<file path="src/rtl/secuenciador_niveles.sv">
// rtl/secuenciador_niveles.sv - level/lives/hit sequencer for a rhythm game
module secuenciador_niveles #(
   parameter int VIDAS_INI      = 3,
   parameter int ACIERTOS_NIVEL = 20,
   parameter int NIVEL_MAX      = 3,
   parameter int ESPERA_NIVEL   = 16
) (
   input  logic       clk,
   input  logic       reset_n,
   input  logic       iniciar,
   input  logic       acierto,
   input  logic       fallo,
   input  logic       pausa,
   output logic [1:0] nivel,
   output logic [2:0] vidas,
   output logic [7:0] aciertos,
   output logic [2:0] estado,
   output logic       jugando,
   output logic       stop,
   output logic       reiniciar,
   output logic       sube
);

   typedef enum logic [2:0] {
      INICIAL    = 3'd0,
      JUGANDO    = 3'd1,
      PAUSA      = 3'd2,
      SUBE_NIVEL = 3'd3,
      GAME_OVER  = 3'd4,
      VICTORIA   = 3'd5
   } estado_t;

   localparam logic [2:0] VIDAS_CARGA = 3'(VIDAS_INI);
   localparam logic [7:0] META        = 8'(ACIERTOS_NIVEL);
   localparam logic [1:0] ULTIMO      = 2'(NIVEL_MAX);
   localparam logic [7:0] ESPERA      = 8'(ESPERA_NIVEL);

   estado_t    est;
   logic [7:0] cuenta;
   logic       iniciar_q;
   logic       arranque;

   // Start is a rising edge of the button, so a held level fires only once.
   assign arranque = iniciar & ~iniciar_q;

   // Status flags decode the state register directly, no added latency.
   assign estado  = est;
   assign jugando = (est == JUGANDO);
   assign stop    = (est == INICIAL) || (est == GAME_OVER) || (est == VICTORIA);

   // Game FSM with its counters and one-cycle entry pulses.
   always_ff @(posedge clk or negedge reset_n) begin
      if (!reset_n) begin
         est       <= INICIAL;
         nivel     <= 2'd0;
         vidas     <= 3'd0;
         aciertos  <= 8'd0;
         cuenta    <= 8'd0;
         iniciar_q <= 1'b0;
         reiniciar <= 1'b0;
         sube      <= 1'b0;
      end else begin
         iniciar_q <= iniciar;
         reiniciar <= 1'b0;
         sube      <= 1'b0;
         case (est)
            INICIAL: begin
               if (arranque) begin
                  est      <= JUGANDO;
                  nivel    <= 2'd1;
                  vidas    <= VIDAS_CARGA;
                  aciertos <= 8'd0;
               end
            end
            JUGANDO: begin
               // Pause has priority; a miss beats a simultaneous hit.
               if (pausa) begin
                  est <= PAUSA;
               end else if (fallo) begin
                  if (vidas == 3'd1) begin
                     vidas     <= 3'd0;
                     est       <= GAME_OVER;
                     reiniciar <= 1'b1;
                  end else begin
                     vidas <= vidas - 3'd1;
                  end
               end else if (acierto) begin
                  aciertos <= aciertos + 8'd1;
                  if (aciertos + 8'd1 == META) begin
                     if (nivel < ULTIMO) begin
                        est    <= SUBE_NIVEL;
                        cuenta <= ESPERA;
                        sube   <= 1'b1;
                     end else begin
                        est <= VICTORIA;
                     end
                  end
               end
            end
            PAUSA: begin
               if (!pausa) begin
                  est <= JUGANDO;
               end
            end
            SUBE_NIVEL: begin
               // Countdown starts at ESPERA, so the hold lasts exactly ESPERA cycles.
               if (cuenta == 8'd1) begin
                  est      <= JUGANDO;
                  nivel    <= nivel + 2'd1;
                  aciertos <= 8'd0;
                  cuenta   <= 8'd0;
               end else begin
                  cuenta <= cuenta - 8'd1;
               end
            end
            GAME_OVER, VICTORIA: begin
               if (arranque) begin
                  est      <= INICIAL;
                  nivel    <= 2'd0;
                  vidas    <= 3'd0;
                  aciertos <= 8'd0;
               end
            end
            default: begin
               est      <= INICIAL;
               nivel    <= 2'd0;
               vidas    <= 3'd0;
               aciertos <= 8'd0;
               cuenta   <= 8'd0;
            end
         endcase
      end
   end

endmodule

</file>
<file path="config.mk">
export PLATFORM = sky130hd
export DESIGN_NAME = secuenciador_niveles
export DESIGN_NICKNAME = d
export VERILOG_FILES = /design/src/rtl/secuenciador_niveles.sv
export SDC_FILE = /design/constraint.sdc
export NUM_CORES = 1
export LEC_CHECK = 0
export ABC_CLOCK_PERIOD_IN_PS = 1700
export BUFFER_PORTS_ARGS = -buffer_cell sky130_fd_sc_hd__buf_2
export CELL_PAD_IN_SITES_DETAIL_PLACEMENT = 0
export CELL_PAD_IN_SITES_GLOBAL_PLACEMENT = 1
export CORE_MARGIN = 2
export CORE_UTILIZATION = 30
export CTS_BUF_LIST = sky130_fd_sc_hd__clkbuf_2
export DETAILED_ROUTE_END_ITERATION = 12
export GPL_ROUTABILITY_DRIVEN = 1
export PLACE_DENSITY_LB_ADDON = 0.1
export SLEW_MARGIN = 40
export SYNTH_ARGS = -nofsm -noshare
export SYNTH_HDL_FRONTEND = slang
export SYNTH_SLANG_ARGS = --single-unit
export TNS_END_PERCENT = 20
</file>
<file path="constraint.sdc">
create_clock -name clk -period 1.7 [get_ports clk]
set_input_delay 0.34 -clock clk [delete_from_list [all_inputs] [get_ports clk]]
set_output_delay 0.34 -clock clk [all_outputs]
set_load 0.1 [all_outputs]
</file>
* Word-level counts from Yosys, hierarchy flattened
Cells that the tools add are included.
** Word-level totals
- Flip-flop bits (word level) :: 27
- Logic and storage cells :: 97
** Cells by class
- Multiplexer cells :: 43
- Magnitude comparators :: 1
- Reduce and logical (&&, ||, !) cells :: 13
- Add/subtract/negate cells :: 4
- Equality and inequality tests :: 22
- Bitwise operators :: 6
** Operators by type and width (number)
- 8-bit 2-to-1 mux :: 11
- 3-bit 2-to-1 mux :: 14
- 8-bit case mux with 4 select lines :: 1
- 8-bit case mux with 3 select lines :: 1
- 2-bit inequality test (second input constant) :: 8
- 3-bit case mux with 5 select lines :: 1
- 3-bit case mux with 4 select lines :: 1
- 6-bit AND reduction :: 2
- 1-bit 2-to-1 mux :: 10
- 8-bit by 1-bit adder with 8-bit output (second input constant) :: 1
- 8-bit by 1-bit equality test with 1-bit output (second input constant) :: 1
- 8-bit by 5-bit equality test with 1-bit output (second input constant) :: 1
- 4-bit by 3-bit inequality test with 1-bit output (second input constant) :: 2
- 2-bit case mux with 4 select lines :: 1
- 8-bit by 1-bit subtractor with 8-bit output (second input constant) :: 1
- 7-bit AND reduction :: 1
- 3-bit by 1-bit equality test with 1-bit output (second input constant) :: 2
- 3-bit by 2-bit equality test with 1-bit output (second input constant) :: 2
- 3-bit equality test (second input constant) :: 2
- 2-bit 2-to-1 mux :: 3
- 2-bit by 1-bit inequality test with 1-bit output (second input constant) :: 3
- 2-bit OR reduction :: 3
- 1-bit inverter :: 5
- 5-bit AND reduction :: 1
- 10 further kinds :: 11

* Logic depth before layout (Yosys ltp)
- Depth in word-level cells :: 7
- Depth in mapped cells :: 8
- Mapped depth without buffers :: 6

* Worst setup path after synthesis
No wires, ideal clock.
- Kind :: register -> output
- From :: register est[1], in the netlist estado[1]
- To :: output port stop
- Setup slack :: -1.120 ns
- Arrival :: 2.480 ns
- Data required time :: 1.360 ns
- Cell stages (with the launch flop) :: 4
- Buffers on the path :: 2
- Cells stage by stage :: dfrtp_1 -> clkbuf_1 -> clkbuf_1 -> nor2_1
** On the way
- Word-level cells in the longest chain between the ends :: 3
** Ends and longest elaborated chain
- start: declaration :: RTL line 38 : estado_t est;
- start signal: assignment :: RTL line 54 : est <= INICIAL;
- start signal: assignment :: RTL line 69 : est <= JUGANDO;
- start signal: assignment :: RTL line 78 : est <= PAUSA;
- 3-bit equality test or 3-bit logical NOT (tied branches) :: RTL line 49 : assign stop = (est == INICIAL) || (est == GAME_OVER) || (est == VICTORIA);
- 1-bit logical OR :: RTL line 49
- 1-bit logical OR * :: RTL line 49
- end: declaration :: RTL line 19 : output logic stop,
Mark *: on every way between the ends. The rest lies on a longest branch, timed or not.

* Worst setup path after layout
- From :: register est[2], in the netlist estado[2]
- To :: output port jugando
** On the way
- Word-level cells in the longest chain between the ends :: 1
** Ends and longest elaborated chain
- 3-bit by 1-bit equality test with 1-bit output :: RTL line 48 : assign jugando = (est == JUGANDO);
- end: declaration :: RTL line 18 : output logic jugando,
No other way between the ends.

==> impl_results.md <==
- Max-slew violations: 0
- Worst rel slew slack: 56.6%
- Root Driver: clkbuf_2
- Critical Path AT: 1.77 ns
- Antenna Cells: 0
- Boundary pin count: 26
- Hold slack: 0.279 ns
- Drt wl/cell: 14.8 microns
- Share of flip-flops with an asynchronous set or reset: 100%
- Leak: 1.15 nW
- Pre-CTS worst setup slack: -0.249 ns
- Clk slew on worst S/H paths: 0.30 ns
- Commonest cells after routing, fill and taps aside: buf_4 (37), nor2_1 (16), dfrtp_1 (16), nand2_1 (14), buf_6 (12)
- Final worst path period share: 124%
- Reg-to-Reg End: aciertos[2]
- FF-to-FF Start: estado[2]
- Setup ws final: -0.414 ns
- Hold Fails Final Rpt: 0
- R2R depth: 9
- GRT overflow: 0
- Most used cell, CP: buf_6
- Max-cap viol count: 0
- Primary FF master, synth: dfrtp_1
- Detail Placement HPWL: 3290 microns
- Hold_sp: acierto
- NumNets Final: 259
- Commonest non-fill, non-tap cell in the layout: buf_4
- Num CTS Buffers: 3
- Clock Latency Late Sink: 0.40 ns
- Crit path max-delay cell type: dfrtp_4
- Filler cell count in the final layout: 506
- ANT nets after route: 0
- Status: finished, violations left
- WP data required: 1.36 ns
- CP Buf/Inv Count: 4
- F_max: 473 MHz
- Post-synth EDFFs: 0
- Reg2Reg Setup Slack: -0.27 ns
- TritonCTS clock tree: done
- Library cells used by synthesis: 49
- Synth warn: 0
- First-pass GRT wire length: 7430 microns
- Crit-path max FO: 2
- Final GP Congestion: 0.861
- Largest net degree at the start of global routing: 28
- Crit-path max cell delay: 0.54 ns
- Total global-route track usage: 15.4%
- Layout cells sized above 1: 49.2%
- Port buffer count: 25
- Starting density of the core: 31.3%
- VDD IR max: 1.24 mV
- Sequential cell area: 697 sq um
- CP Launch Type: flop
- Longest Clk Path Bufs: 2
- Clk sinks: 27
- Sequential element share of the synthesized area: 42.0%
- Clock skew: 0.0373 ns
- PwrDens: 2170 nW/um^2
- Actual slew at the worst max-slew pin: 0.651 ns
- Failing checks: negative setup slack
- Router iterations before antenna repair: 4
- Worst hold path type: in2reg
- H-Tree Depth: 1
- Final setup violating endpoints: 25
- Core ar.: 5140 sq um
- Initial antenna violation count: 0
- RSZ-0062 raised after global routing: yes
- Cell Chain, Critical Path: or3b_4, buf_6, clkinv_8, buf_6, buf_12
- CP endpoint kind: primary output
- Via density: 4.95
- Drt initial violations: 38
- Tmin final: 2.11 ns
- Crit path kind: reg2out
- Hold path cells: 3
- Post-synthesis cell area: 1610 sq um
- Die Ht: 77.2 microns
- Largest delay contributor family on the critical path: flip-flops
- DRC violations left: 0
- DR vias: 1565
- Cells after Synth: 174
- Vias in the first global route: 1534
- Mapped Nets: 186
- # rows: 26
- WHS Endpoint: aciertos[7]
- Detailed Route WL: 4660 microns
- Number of synthesized register bits: 27
- Die Wd: 77.2 microns
- Growth of design area from synthesis to finish: 58.4%
- Multi-input gate area: 1030 sq um
- Mean Syn Cell Area: 9.24 sq um
- Die footprint: 5960 sq um
## tightest hold or removal path: stages
cell and delay, ns:
buf_2 0.16, nand3_4 0.08, o31ai_1 0.07
## cell usage after synthesis, types with 2 or more instances
cell type	n	area, sq um
dfrtp_1	27	676
nor2_1	17	63.8
nand2_1	14	52.6
o21ai_0	13	65.1
inv_1	9	33.8
nor2b_1	7	43.8
ha_1	6	75.1
nor3_1	6	30.0
o31ai_1	6	45.0
a21oi_1	4	20.0
and3_1	4	25.0
nand3_1	4	20.0
a31oi_1	3	18.8
clkbuf_1	3	11.3
nand3b_1	3	22.5
o21ai_1	3	15.0
o21ai_2	3	26.3
o21bai_1	3	22.5
a21o_1	2	15.0
buf_2	2	10.0
mux2_2	2	22.5
nand2b_1	2	12.5
nand4_1	2	12.5
o41ai_1	2	17.5
or4_1	2	15.0
xnor2_1	2	17.5
## report_power, final
group / leakage (nW) / internal, W / switching (W)
clock network: 0.0164 / 0.0000532 / 0.000211
logic: 0.800 / 0.00177 / 0.00249
registers: 0.338 / 0.000853 / 0.000146
## registers in the layout, indices dropped and copies added, names as in the netlist
signal     cells
aciertos       8
estado         3
vidas          3
iniciar_q      1
reiniciar      1
sube           1
cuenta         8
nivel          2
## area by class of cell
| type | count | area share, % |
|---|---|---|
| multi-input cells | 130 | 40.3 |
| clock buffers | 3 | 0.589 |
| flip-flops and latches | 27 | 27.4 |
| well taps | 70 | 3.44 |
| repair buffers | 75 | 26.1 |
| inverters | 10 | 1.96 |
| clock inverters | 1 | 0.196 |
## routing by layer
metal / vias up / routed length (microns) / global-route usage [%]
met5: - / 0 / 0
met4: 0 / 43 / 4.29
met3: 4 / 106 / 2.12
met2: 18 / 2390 / 26.6
met1: 764 / 2120 / 19.9
li1: 779 / - / -
## kinds of logic (layout without fill, tap and decap cells)
kind of cell,after synthesis,count (layout),share of synthesized area (%)
simple gates,69,69,23.3
compound gates,50,50,22.0
flops,27,27,42.0
mux,3,3,2.02
fa+ha+maj,6,6,4.67
xor+xnor,2,2,1.09
buf+inv,17,89,4.90
## stage by stage
step | TNS, ns | area [sq um] | std cells | power (W) | util [%]
after global placement | -2.60 | 2160 | 299 | 0.00443 | 41.9
final | -3.84 | 2550 | 316 | 0.00552 | 49.6
after floorplan | -5.63 | 1680 | 174 | 0.00340 | -
after detailed placement | -3.15 | 2160 | 299 | 0.00448 | 41.9
after CTS | -2.34 | 2350 | 308 | 0.00514 | 45.8
after global routing | -5.85 | 2550 | 316 | 0.00588 | 49.6
## worst max-delay path by stage
stage                     cells after the start        start   endpoint
after global placement                        5  aciertos[2]  cuenta[7]
after global routing                          5    estado[2]    jugando
after floorplan                               7    estado[1]  estado[0]
final                                         5    estado[2]    jugando
after CTS                                     5    estado[1]    jugando
after detailed placement                      5  aciertos[2]  cuenta[6]
## what timing repair did
action,4_1_cts,5_1_grt
resized for setup,39,31
hold endpoints to repair,27,1
hold buffers,1,1
gates cloned,1,1
setup buffers,3,6
pin swaps,11,14
setup endpoints to repair,32,39
Note: power is estimated with default switching activity, not from simulation.
